--- src/rtl/imm_extend_unit_pkg.sv ---
// Shared definitions for the immediate-extension stage: extension mode
// encodings and the occupancy encodings of the two-entry output buffer.
package imm_extend_unit_pkg;

  typedef logic [1:0] imm_mode_t;

  localparam imm_mode_t IMM_SEXT  = 2'b00;
  localparam imm_mode_t IMM_ZEXT  = 2'b01;
  localparam imm_mode_t IMM_UPPER = 2'b10;
  localparam imm_mode_t IMM_SHAMT = 2'b11;

  // Buffer occupancy doubles as the state encoding of the handshake FSM.
  localparam logic [1:0] CNT_EMPTY = 2'd0;
  localparam logic [1:0] CNT_ONE   = 2'd1;
  localparam logic [1:0] CNT_TWO   = 2'd2;

endpackage : imm_extend_unit_pkg

--- src/rtl/imm_extend_unit_core.sv ---
// Combinational immediate extender: widens an IN_W-bit field to OUT_W bits
// according to the selected extension mode.
module imm_extend_core
  import imm_extend_unit_pkg::*;
#(
  parameter int IN_W    = 16,
  parameter int OUT_W   = 32,
  parameter int SHAMT_W = 5
) (
  input  logic [IN_W-1:0]  imm_i,
  input  logic [1:0]       mode_i,
  output logic [OUT_W-1:0] imm_o
);

  // Mode-driven extension; SHAMT looks only at the low SHAMT_W bits.
  always_comb begin
    // NOTE: a default assignment ahead of the case keeps every path driven, so no latch is inferred.
    imm_o = '0;
    case (mode_i)
      IMM_SEXT:  imm_o = {{(OUT_W-IN_W){imm_i[IN_W-1]}}, imm_i};
      IMM_ZEXT:  imm_o = {{(OUT_W-IN_W){1'b0}}, imm_i};
      IMM_UPPER: imm_o = {imm_i, {(OUT_W-IN_W){1'b0}}};
      IMM_SHAMT: imm_o = {{(OUT_W-SHAMT_W){imm_i[SHAMT_W-1]}}, imm_i[SHAMT_W-1:0]};
      default:   imm_o = '0;
    endcase
  end

endmodule : imm_extend_core

--- src/rtl/imm_extend_unit.sv ---
// Registered immediate-extension stage with a two-entry skid buffer,
// valid/ready handshakes on both sides, a sideband tag and a flush.
module imm_extend_unit
  import imm_extend_unit_pkg::*;
#(
  parameter int IN_W    = 16,
  parameter int OUT_W   = 32,
  parameter int SHAMT_W = 5,
  parameter int TAG_W   = 5
) (
  input  logic             Clk,
  input  logic             Reset,
  input  logic             Flush,
  input  logic             InValid,
  output logic             InReady,
  input  logic [IN_W-1:0]  InImm,
  input  logic [1:0]       InMode,
  input  logic [TAG_W-1:0] InTag,
  output logic             OutValid,
  input  logic             OutReady,
  output logic [OUT_W-1:0] OutImm,
  output logic [TAG_W-1:0] OutTag,
  output logic [1:0]       Count
);

  if (OUT_W <= IN_W || SHAMT_W > IN_W) begin : g_bad_params
    $fatal(1, "imm_extend_unit: need OUT_W > IN_W and SHAMT_W <= IN_W");
  end

  logic [OUT_W-1:0] ext_imm;

  imm_extend_core #(
    .IN_W    (IN_W),
    .OUT_W   (OUT_W),
    .SHAMT_W (SHAMT_W)
  ) u_core (
    .imm_i  (InImm),
    .mode_i (InMode),
    .imm_o  (ext_imm)
  );

  // Entry 0 is always the head; entry 1 is only meaningful when two are held.
  logic [1:0]       count_q, count_d;
  logic [OUT_W-1:0] imm0_q, imm0_d, imm1_q, imm1_d;
  logic [TAG_W-1:0] tag0_q, tag0_d, tag1_q, tag1_d;
  logic             push, pop;

  assign InReady  = (count_q != CNT_TWO);
  assign OutValid = (count_q != CNT_EMPTY);
  assign push     = InValid & InReady;
  assign pop      = OutValid & OutReady;

  // Next-state for occupancy and entry payloads; flush wins over push/pop.
  always_comb begin
    count_d = count_q;
    imm0_d  = imm0_q;
    tag0_d  = tag0_q;
    imm1_d  = imm1_q;
    tag1_d  = tag1_q;
    if (Flush) begin
      count_d = CNT_EMPTY;
    end else if (push && pop) begin
      // Only reachable with one entry held: the new beat replaces the head.
      imm0_d = ext_imm;
      tag0_d = InTag;
    end else if (push) begin
      if (count_q == CNT_EMPTY) begin
        imm0_d = ext_imm;
        tag0_d = InTag;
      end else begin
        imm1_d = ext_imm;
        tag1_d = InTag;
      end
      count_d = count_q + 2'd1;
    end else if (pop) begin
      imm0_d  = imm1_q;
      tag0_d  = tag1_q;
      count_d = count_q - 2'd1;
    end
  end

  // Occupancy register with synchronous reset.
  always_ff @(posedge Clk) begin
    // NOTE: sequential state uses non-blocking assignment so every register samples pre-edge values.
    if (Reset) count_q <= CNT_EMPTY;
    else       count_q <= count_d;
  end

  // Payload storage.
  always_ff @(posedge Clk) begin
    // NOTE: payload entries are not reset; outputs are gated by occupancy, so stale data is never visible.
    imm0_q <= imm0_d;
    tag0_q <= tag0_d;
    imm1_q <= imm1_d;
    tag1_q <= tag1_d;
  end

  assign OutImm = OutValid ? imm0_q : '0;
  assign OutTag = OutValid ? tag0_q : '0;
  assign Count  = count_q;

endmodule : imm_extend_unit

--- config.mk ---
export PLATFORM = sky130hd
export DESIGN_NAME = imm_extend_unit
export DESIGN_NICKNAME = d
export VERILOG_FILES = /design/src/rtl/imm_extend_unit_pkg.sv /design/src/rtl/imm_extend_unit_core.sv /design/src/rtl/imm_extend_unit.sv
export SDC_FILE = /design/constraint.sdc
export NUM_CORES = 1
export LEC_CHECK = 0
export CORE_ASPECT_RATIO = 0.6
export CORE_MARGIN = 1.5
export CORE_UTILIZATION = 55
export DETAILED_ROUTE_END_ITERATION = 16
export GPL_TIMING_DRIVEN = 0
export PLACE_DENSITY = 0.84
export SYNTH_ARGS = -nofsm -noshare
export SYNTH_HDL_FRONTEND = slang
export SYNTH_SLANG_ARGS = --single-unit
--- constraint.sdc ---
create_clock -name Clk -period 14.7 [get_ports Clk]
set_input_delay 2.94 -clock Clk [delete_from_list [all_inputs] [get_ports Clk]]
set_output_delay 2.94 -clock Clk [all_outputs]
set_load 0.005 [all_outputs]
==> impl_results.md <==
- Seq cells post-synth: 76
- Tot Pwr: slightly below 0.5 mW
- H-tree levels: 3
- Final #Nets: 350
- Antenna cells: 0
- Worst VDD drop: approximately 0.066 mV
- Final hold vios: 0
- Initial antenna violation count: 0
- Area leader, netlist: edfxtp_1
- Setup violations, final: 0
- RSZ-0062 raised after global routing: false
- Synthesized area: 0.00348 sq mm
- Crit path DAT: 2060 ps
- Largest net degree at the start of global routing: 36
- Mapped Nets: 267
- Final ANT Viol Nets: 0
- DP Wirelength: 4990 um
- PD cells: about 110 mW/mm^2
- Rows: 22
- # Max-Cap Violations: 0
- Wire per inst: 17.0 um
- CTS sink cnt: 76
- Most frequent cell after synthesis: edfxtp_1
- Layout cell share with drive strength beyond 1: 0.204
- Cell class contributing the biggest share of worst-path delay: buffers and inverters
- Mapped Cells: 236
- Clk slew on worst S/H paths: 70 ps
- Post CTS Setup Buffer Count: 0
- Synth top area share: 0.638
- Clk root buf: clkbuf_8
- Synth warnings: 0
- Synth area leaders: edfxtp_1 64%, mux2_2 8.4%, and2_1 7.5%
- Drc violations: 0
- Core area: 0.00611 sq mm
- HP Class: register to register
- Cts repair resizes: 0
- Setup TNS: 0 ps
- Number of global-route vias before repair: about 2,200
- Starting Density: 0.570
- Drt first-iter violations: 165
- Critical path, cell by cell: or2_2, clkbuf_1, and2_1, clkdlybuf4s50_1
- Die Width: 106 um
- Final cell count without fillers: 408
- Area Growth Syn to Fin: 29.9%
- Total gr overflow: 0
- Critical Path Fanout Max: 10
- Post-synth EDFFs: 74
- Total Die Area: between 0.006 and 0.007 sq mm
- Placed Cells: slightly below 400
- WP data required: 11,760 ps
- Tmin final: 5000 ps
- Worst slew margin: 0.720
- Fin util: 0.740
- Die H: 64.6 um
- Boundary pin count: 69
- Critical-path top delay cell: clkdlybuf4s50_1
- Post-synth ARST share: 0
- Status: finished, final reports clean
- CTS tree: done
- Final worst-path cycle share: 0.340
- Routed wire length: ~6900 um
- First-pass GRT wire length: 10,800 um
- Hold Buf Count CTS: 0
- Clock latency on the worst-skew pair: between 300 and 400 ps
- Pleak: 1.65 nW
- Final setup skew: 7.01 ps
- Buf/Inv on CP: 2
- Synth Flop Type: edfxtp_1
- Routed vias/inst: about 5.4
- Routability congestion estimate: 0.808
- Seq/Total Area, Yosys: 0.650
- Fillers: 419
- Crit path largest cell delay: 500 ps
- Cts bufs inserted: 9
- Vias post-DR: roughly 2,200
- Setup CP Type: register to output pin
- CP endpoint kind: output pin
- Synth cell types: 28
- Max Fclk: 0.200 GHz
- Final Slew Violations: 0
- Clock tree buffer depth: 2
- All-layer global routing usage: 0.214
- Slew @ Worst Pin: 420 ps
- Commonest cells in the netlist: 74 x edfxtp_1, 42 x and2_1, 26 x mux2_2
- Startpoint class of the critical path: register
- Input/output buffers: 68
- Drt first pass iters: 5
- Syn_area_per_cell: ~15 sq um
-- kinds of logic after synthesis --
family	Yosys count	synth area share
adder cells (fa/ha/maj)	3	0.0108
XOR/XNOR	1	0.00252
AO/OA/AOI/OAI	30	0.0669
flip-flops	76	0.650
multiplexers	37	0.120
buffers and inverters	31	0.0453
AND/OR/NAND/NOR	58	0.105
-- routing by layer --
layer,GRT usage,wire (um),up-vias
li1,-,-,1016
met1,0.298,3240,1079
met2,0.338,3260,87
met3,0.0604,424,2
met4,0.0507,15,0
met5,0,0,-
-- path summary, 6_finish.rpt --
check                                 from         end  depth (start not counted)  slack (ps)
worst min register to register  imm1_q[19]  imm0_q[19]                          1         540
worst max register to register    Count[1]  imm0_q[12]                          8       12310
worst max-delay path              Count[1]  OutImm[21]                          4        9700
worst min-delay path            imm1_q[19]  imm0_q[19]                          1         540
-- cell usage in the layout (no fill, tap or decap), types with 2 or more instances in the layout --
cell type	synthesis	routed
o21ai_0	13	13
mux2_2	26	26
mux2_1	11	11
inv_1	17	17
buf_4	5	5
and2_1	42	42
ha_1	3	3
nand2_1	4	4
dfxtp_1	2	2
o211ai_1	5	5
a21oi_1	2	2
clkdlybuf4s50_1	0	68
buf_6	3	6
clkbuf_8	0	10
clkinv_2	0	2
o211ai_2	9	9
edfxtp_1	74	74
clkbuf_1	6	9
-- cell type report --
type                            count  area, sq um  share of cell area
Sequential cell                    76         2260               0.500
Multi-Input combinational cell    129         1070               0.237
Timing Repair Buffer               72          734               0.162
Clock buffer                       13          149              0.0329
Tap cell                           84          105              0.0232
Buffer                             14         93.8              0.0208
Inverter                           17         63.8              0.0141
Clock inverter                      3         40.0             0.00885
-- per-stage QoR --
| stage | instance area, sq um | hold slack, ps | worst slack [ps] |
|---|---|---|---|
| floorplan | 3480 | 508 | 7960 |
| global placement | 4270 | 521 | 6090 |
| detailed placement | 4330 | 526 | 9440 |
| CTS | 4520 | 542 | 9690 |
| global route | 4520 | 553 | 9570 |
| finish | 4520 | 538 | 9700 |
-- registers in the layout (all words and copies together) (netlist names) --
name and cells:
Count 2, imm0_q 32, imm1_q 32, tag0_q 5
tag1_q 5
-- report_power, final --
group	internal [mW]	switching [mW]
sequential	0.252	0.00246
clock	0.0828	0.0690
combinational	0.0400	0.0341
(Power assumes the default switching activity.)
